## src/rtl/pipeline_pkg.sv

```systemverilog
// Shared definitions for the MIPS pipeline stages.
// WB control layout, MEM FSM encoding and width defaults.
package pipeline_pkg;

    localparam int DATA_W_DEF = 32;
    localparam int REG_W_DEF  = 5;

    // Bit positions inside the 2-bit WB control bundle.
    localparam int WB_REGWRITE = 1;
    localparam int WB_MEMTOREG = 0;

    typedef enum logic {
        S_IDLE = 1'b0,
        S_WAIT = 1'b1
    } mem_state_e;

    // Word accesses only: the two low address bits must be zero.
    function automatic logic is_word_aligned(input logic [1:0] lsb);
        return (lsb == 2'b00);
    endfunction

endpackage

```

## src/rtl/mem_wb.sv

```systemverilog
// MEM/WB pipeline register.
// A bubble loads an all-zero entry so WB sees no write.
import pipeline_pkg::*;

module mem_wb #(
    parameter int DATA_W = DATA_W_DEF,
    parameter int REG_W  = REG_W_DEF
) (
    input  logic              clk,
    input  logic              rst,
    input  logic              bubble_i,
    input  logic [1:0]        wb_ctl_i,
    input  logic [DATA_W-1:0] read_data_i,
    input  logic [DATA_W-1:0] alu_result_i,
    input  logic [REG_W-1:0]  write_reg_i,
    output logic [1:0]        wb_ctl_o,
    output logic [DATA_W-1:0] read_data_o,
    output logic [DATA_W-1:0] alu_result_o,
    output logic [REG_W-1:0]  write_reg_o
);

    logic [1:0]        wb_q;
    logic [DATA_W-1:0] rdata_q;
    logic [DATA_W-1:0] alu_q;
    logic [REG_W-1:0]  wreg_q;

    // Latch the stage result, or a bubble when nothing retires.
    always_ff @(posedge clk) begin
        if (rst || bubble_i) begin
            wb_q    <= '0;
            rdata_q <= '0;
            alu_q   <= '0;
            wreg_q  <= '0;
        end else begin
            wb_q    <= wb_ctl_i;
            rdata_q <= read_data_i;
            alu_q   <= alu_result_i;
            wreg_q  <= write_reg_i;
        end
    end

    assign wb_ctl_o     = wb_q;
    assign read_data_o  = rdata_q;
    assign alu_result_o = alu_q;
    assign write_reg_o  = wreg_q;

endmodule

```

## src/rtl/i_memory.sv

```systemverilog
// MEM stage: data-memory access over req/ack, branch resolve.
// Stalls upstream while a bus access is outstanding.
import pipeline_pkg::*;

module i_memory #(
    parameter int DATA_W  = DATA_W_DEF,
    parameter int REG_W   = REG_W_DEF,
    parameter int TIMEOUT = 16
) (
    input  logic              clk,
    input  logic              rst,
    input  logic [1:0]        wb_ctl,
    input  logic              branch,
    input  logic              memread,
    input  logic              memwrite,
    input  logic [DATA_W-1:0] ex_mem_npc,
    input  logic              zero,
    input  logic [DATA_W-1:0] alu_result,
    input  logic [DATA_W-1:0] rdata2,
    input  logic [REG_W-1:0]  write_reg,
    output logic              dmem_req,
    output logic              dmem_we,
    output logic [DATA_W-1:0] dmem_addr,
    output logic [DATA_W-1:0] dmem_wdata,
    input  logic              dmem_ack,
    input  logic [DATA_W-1:0] dmem_rdata,
    output logic              stall,
    output logic              pcsrc,
    output logic [DATA_W-1:0] branch_target,
    output logic              mem_err,
    output logic [1:0]        wb_ctlout,
    output logic [DATA_W-1:0] read_data,
    output logic [DATA_W-1:0] alu_result_out,
    output logic [REG_W-1:0]  write_reg_out
);

    localparam int CW = (TIMEOUT > 2) ? $clog2(TIMEOUT) : 1;
    localparam logic [CW-1:0] CNT_MAX = CW'(TIMEOUT - 1);

    mem_state_e        state_q, state_d;
    logic [CW-1:0]     cnt_q, cnt_d;
    logic              req_q, req_d;
    logic              we_q, we_d;
    logic [DATA_W-1:0] addr_q, addr_d;
    logic [DATA_W-1:0] wdata_q, wdata_d;
    logic              err_q, err_d;
    logic [1:0]        capwb_q, capwb_d;
    logic [REG_W-1:0]  capreg_q, capreg_d;

    logic              access;
    logic              aligned;
    logic              stall_c;
    logic              bubble;
    logic [1:0]        wb_ld;
    logic [DATA_W-1:0] rd_ld;
    logic [DATA_W-1:0] alu_ld;
    logic [REG_W-1:0]  wr_ld;

    assign access  = memread | memwrite;
    assign aligned = is_word_aligned(alu_result[1:0]);

    // Next-state, bus request and MEM/WB source selection.
    always_comb begin
        state_d  = state_q;
        cnt_d    = cnt_q;
        req_d    = req_q;
        we_d     = we_q;
        addr_d   = addr_q;
        wdata_d  = wdata_q;
        err_d    = 1'b0;
        capwb_d  = capwb_q;
        capreg_d = capreg_q;
        stall_c  = 1'b0;
        bubble   = 1'b0;
        wb_ld    = wb_ctl;
        rd_ld    = '0;
        alu_ld   = alu_result;
        wr_ld    = write_reg;
        unique case (state_q)
            S_IDLE: begin
                if (access) begin
                    bubble = 1'b1;
                    if (!aligned) begin
                        err_d = 1'b1;
                    end else begin
                        stall_c  = 1'b1;
                        state_d  = S_WAIT;
                        cnt_d    = '0;
                        req_d    = 1'b1;
                        we_d     = memwrite;
                        addr_d   = alu_result;
                        wdata_d  = rdata2;
                        capwb_d  = wb_ctl;
                        capreg_d = write_reg;
                    end
                end
            end
            S_WAIT: begin
                stall_c = ~dmem_ack;
                if (dmem_ack) begin
                    state_d = S_IDLE;
                    req_d   = 1'b0;
                    we_d    = 1'b0;
                    wb_ld   = capwb_q;
                    rd_ld   = we_q ? '0 : dmem_rdata;
                    alu_ld  = addr_q;
                    wr_ld   = capreg_q;
                end else if (cnt_q == CNT_MAX) begin
                    state_d = S_IDLE;
                    req_d   = 1'b0;
                    we_d    = 1'b0;
                    err_d   = 1'b1;
                    bubble  = 1'b1;
                end else begin
                    cnt_d  = cnt_q + CW'(1);
                    bubble = 1'b1;
                end
            end
            default: begin
                state_d = S_IDLE;
                bubble  = 1'b1;
            end
        endcase
    end

    // FSM, timeout counter and registered bus signals.
    always_ff @(posedge clk) begin
        if (rst) begin
            state_q  <= S_IDLE;
            cnt_q    <= '0;
            req_q    <= 1'b0;
            we_q     <= 1'b0;
            addr_q   <= '0;
            wdata_q  <= '0;
            err_q    <= 1'b0;
            capwb_q  <= '0;
            capreg_q <= '0;
        end else begin
            state_q  <= state_d;
            cnt_q    <= cnt_d;
            req_q    <= req_d;
            we_q     <= we_d;
            addr_q   <= addr_d;
            wdata_q  <= wdata_d;
            err_q    <= err_d;
            capwb_q  <= capwb_d;
            capreg_q <= capreg_d;
        end
    end

    mem_wb #(
        .DATA_W (DATA_W),
        .REG_W  (REG_W)
    ) u_mem_wb (
        .clk          (clk),
        .rst          (rst),
        .bubble_i     (bubble),
        .wb_ctl_i     (wb_ld),
        .read_data_i  (rd_ld),
        .alu_result_i (alu_ld),
        .write_reg_i  (wr_ld),
        .wb_ctl_o     (wb_ctlout),
        .read_data_o  (read_data),
        .alu_result_o (alu_result_out),
        .write_reg_o  (write_reg_out)
    );

    assign dmem_req      = req_q;
    assign dmem_we       = we_q;
    assign dmem_addr     = addr_q;
    assign dmem_wdata    = wdata_q;
    assign mem_err       = err_q;
    assign stall         = stall_c;
    assign pcsrc         = branch & zero & ~stall_c;
    assign branch_target = ex_mem_npc;

endmodule
```

## config.mk

```make
export PLATFORM = sky130hd
export DESIGN_NAME = i_memory
export DESIGN_NICKNAME = d
export VERILOG_FILES = /design/src/rtl/pipeline_pkg.sv /design/src/rtl/mem_wb.sv /design/src/rtl/i_memory.sv
export SDC_FILE = /design/constraint.sdc
export NUM_CORES = 1
export LEC_CHECK = 0
export ABC_AREA = 0
export CORE_MARGIN = 2
export CORE_UTILIZATION = 38
export CTS_CLUSTER_DIAMETER = 30
export CTS_CLUSTER_SIZE = 40
export DETAILED_ROUTE_END_ITERATION = 10
export HOLD_SLACK_MARGIN = 0.15
export PLACE_DENSITY_LB_ADDON = 0.3
export SLEW_MARGIN = 20
export SYNTH_ARGS = -nofsm -noshare
export SYNTH_HDL_FRONTEND = slang
export SYNTH_SLANG_ARGS = --single-unit
```

## constraint.sdc

```tcl
create_clock -name clk -period 1.6 [get_ports clk]
set_clock_uncertainty 0.2 [all_clocks]
set_input_delay 0.32 -clock clk [delete_from_list [all_inputs] [get_ports clk]]
set_output_delay 0.32 -clock clk [all_outputs]
set_load 0.05 [all_outputs]
```

==> key figures <==
Power and ir drop
  – Logic pwr share: 0.186
  – Net Switching: 2.65 mW
  – PD cells: 924 nW/um2
  – Cell Int Power: 7.28 mW
  – Clock power frac: 0.412
  – P_leak: 4.34 nW
  – Peak VDD IR: 684 uV
  – Sw Share: 0.267
  – Sequential power share: 0.402

Yosys
  – Post-synth top flop: dfxtp_1
  – Post-synth top area share: 0.568
  – Post-synth EDFFs: 0
  – Syn_nets: 769
  – XOR/XNOR Fraction of Synth Area: 0
  – Simple-gate share of the synthesized area: 0.221
  – Main area contributors after synthesis: dfxtp_1 (57%), nand2_1 (16%), a21oi_1 (11%), buf_4 (6.4%), and2_1 (4.0%)
  – Main combinational cell family by area after synthesis: simple AND/OR/NAND/NOR gates
  – Post-synthesis adder-cell area fraction: 0.00237
  – Syn_area_per_cell: 8.45 um2
  – Mux contribution to synthesized area: 0.00426
  – Async set-reset flop share out of synthesis: 0
  – Sequential area share after synthesis: 0.568
  – Post-synth top cells: nand2_1 (223), dfxtp_1 (150), a21oi_1 (113), buf_4 (45), and2_1 (34)
  – Mapped cell area: 5290 um2
  – Dominant cell by count in the synthesized netlist: nand2_1
  – Distinct cells, synth: 24
  – Yosys warns: 0
  – Synth Area in Compound Gates: 0.116
  – Synth area leader: dfxtp_1
  – Mapped Cells: 626
  – Seq cells post-synth: 150

STA
  – Fin. max-slew vios: 0
  – Max frequency: 539 MHz
  – RSZ-0062 raised after global routing: true
  – Final worst path period share: 1.16
  – PnR worst setup slack: -256 ps
  – Final-report hold violation count: 0
  – Worst slew margin: 0.602
  – Worst slew pin tran: 598 ps
  – Final Setup Violations: 72
  – Fin crit period: 1860 ps

Detailed routing
  – Drt first pass iters: 5
  – Vias per inst: 5.07
  – Detailed-route DRC error count: 0
  – Post-DRT Antenna Nets: 0
  – Final WL: 20100 um
  – DR vias: 5372
  – Avg WL per Cell: 19.0 um
  – DR iter-0 viols: 532

Global route
  – Total gr overflow: 0
  – Largest net degree at the start of global routing: 37
  – GR Util All Layers: 0.234
  – Global-route wire length before repair: 26900 um
  – Initial antenna violation count: 1
  – Vias in the first global route: 5300

Status
  – Status: complete, but fails checks
  – Failing checks: negative setup slack

Setup path
  – CP max stage delay: 340 ps
  – Critical Path End Type: primary output
  – Crit path max fanout: 2
  – Type of origin of the critical path: flip-flop
  – Reg2reg end: dmem_addr[23]$_SDFFE_PP0P_
  – Slowest-stage cell, CP: dfxtp_2
  – R2R setup slack: -180 ps
  – Critical path type: flip-flop to primary output
  – Critical Path Start: state_q$_SDFF_PP0_
  – CP required: 1080 ps
  – Crit path cell chain: nor3_4, nand2_4, nand2_8, nor2_4, buf_12
  – Reg2reg start: state_q$_SDFF_PP0_
  – Reg2reg path depth: 8
  – Critical Path AT: 1340 ps

Min path
  – Hold Path Sink: dmem_wdata[11]$_SDFFE_PP0P_
  – Worst hold stages: 3
  – HP Class: input pin to flip-flop
  – Hold Startpoint: rst

Clock tree
  – # hold bufs at CTS: 0
  – Number of buffers created by CTS: 17
  – Clk pin slew, worst setup/hold paths: 60 ps
  – TritonCTS clock tree: built
  – CTS Sinks: 150
  – H-tree levels: 4
  – CTS root buffer: clkbuf_16
  – Worst-Skew Late Latency: 430 ps
  – Clock buffer depth: 2

Floorplanning
  – Initial core utilization: 0.385
  – Count of standard-cell rows: 43
  – Die H: 122 um
  – Core footprint: 13700 um2
  – Die ar.: 14900 um2
  – Die width: 122 um
  – I/O pin total: 314

Layout
  – Layout cells sized above 1: 0.377
  – Post-layout util: 0.783
  – Layout area overhead: 103%
  – Nets: 1008
  – Finished Layout Cells: 1059
  – Fillers: 762

Placed design
  – Place WS: -505 ps
  – Placed cell count: 1008
  – Post-DP HPWL: 12500 um
  – Number of port buffers: 249
  – Global placer's final weighted congestion: 0.841

Run
  – Max-cap violation count: 0
-- power by group through the flow --
stage | logic [mW] | registers [mW] | clock network (mW)
after floorplan | 0.520 | 4.39 | 0
after global placement | 1.54 | 4.06 | 0
after detailed placement | 1.57 | 4.07 | 0
after CTS | 1.62 | 3.99 | 4.10
after global routing | 1.92 | 4.00 | 4.29
final | 1.84 | 3.99 | 4.09
-- state kept, by name (all words and copies together), names as in the netlist, 4 cells and up --
register and flops:
dmem_addr 32, u_mem_wb.write_reg_o 5, u_mem_wb.alu_result_o 32, capreg_q 5, cnt_q 4, u_mem_wb.read_data_o 32, dmem_wdata 32
-- what timing repair did --
action,CTS,global route
pin swaps,3,76
cloned,2,8
setup buffers,3,6
endpoints found under the setup margin,56,55
gates resized for setup,14,151
-- placed cells by master, fill, tap and decap left out, types with 2 or more instances in the layout --
cell | synthesis | final
nand2_1 | 223 | 175
nand3_1 | 2 | 2
nand2_4 | 0 | 38
dlygate4sd2_1 | 0 | 4
dfxtp_2 | 0 | 2
a32oi_1 | 2 | 2
nand4b_1 | 2 | 2
clkinvlp_4 | 0 | 3
mux2_2 | 2 | 2
and2_1 | 34 | 33
buf_12 | 0 | 148
buf_16 | 0 | 2
buf_4 | 45 | 20
bufinv_16 | 0 | 3
o31ai_1 | 2 | 2
inv_6 | 0 | 2
a21oi_1 | 113 | 59
clkdlybuf4s50_1 | 0 | 104
clkinv_2 | 0 | 2
dfxtp_1 | 150 | 148
nor2_1 | 10 | 9
clkbuf_16 | 0 | 23
o21ai_1 | 0 | 2
a21oi_2 | 0 | 53
clkbuf_1 | 15 | 3
buf_6 | 0 | 8
nand2_2 | 0 | 9
-- worst max-delay path, delay by kind of cell (launching register included) --
kind	cells	cell delay, ps
buffers and inverters	1	140
AND/OR/NAND/NOR	4	430
flip-flops	1	340
-- stage by stage --
step / total power [mW] / hold WS [ps] / cell area, um2 / TNS [ps]
detailed placement: 5.64 / 247 / 9270 / -52550
finish: 9.93 / 191 / 10700 / -7270
global placement: 5.60 / 236 / 9270 / -48170
CTS: 9.71 / 157 / 9960 / -448
global route: 10.2 / 200 / 10700 / -11820
floorplan: 4.91 / 231 / 5330 / -86.0
-- how the worst max path moves through the flow --
| stage | to | slack [ps] |
|---|---|---|
| finish | pcsrc | -260 |
| global route | pcsrc | -320 |
| CTS | pcsrc | -260 |
| detailed placement | dmem_addr[14]$_SDFFE_PP0P_ | -510 |
| global placement | dmem_addr[19]$_SDFFE_PP0P_ | -420 |
| floorplan | pcsrc | -90 |
-- area by class of cell --
class,instances,area (um2),share of cell area
Antenna cell,1,2.50,0.000233
Clock inverter,11,149,0.0139
Timing Repair Buffer,294,4500,0.419
Clock buffer,21,450,0.0419
Tap cell,180,225,0.0210
Multi-Input combinational cell,402,2410,0.224
Sequential cell,150,3010,0.280
-- cell families (layout without fill, tap and decap cells) --
logic type	after synthesis	after routing
and+or+nand+nor	279	279
DFF	150	150
AOI/OAI and AO/OA	120	120
buffers and inverters	74	326
muxes	2	2
adders and majority gates	1	1
other	0	1
-- routing by layer --
layer,vias up,global-route usage,routed length (um)
li1,2460,-,-
met1,2564,0.236,6620
met2,284,0.428,11100
met3,64,0.0763,1480
met4,0,0.124,850
met5,-,0,0
Power figures use the tool's default switching activity.
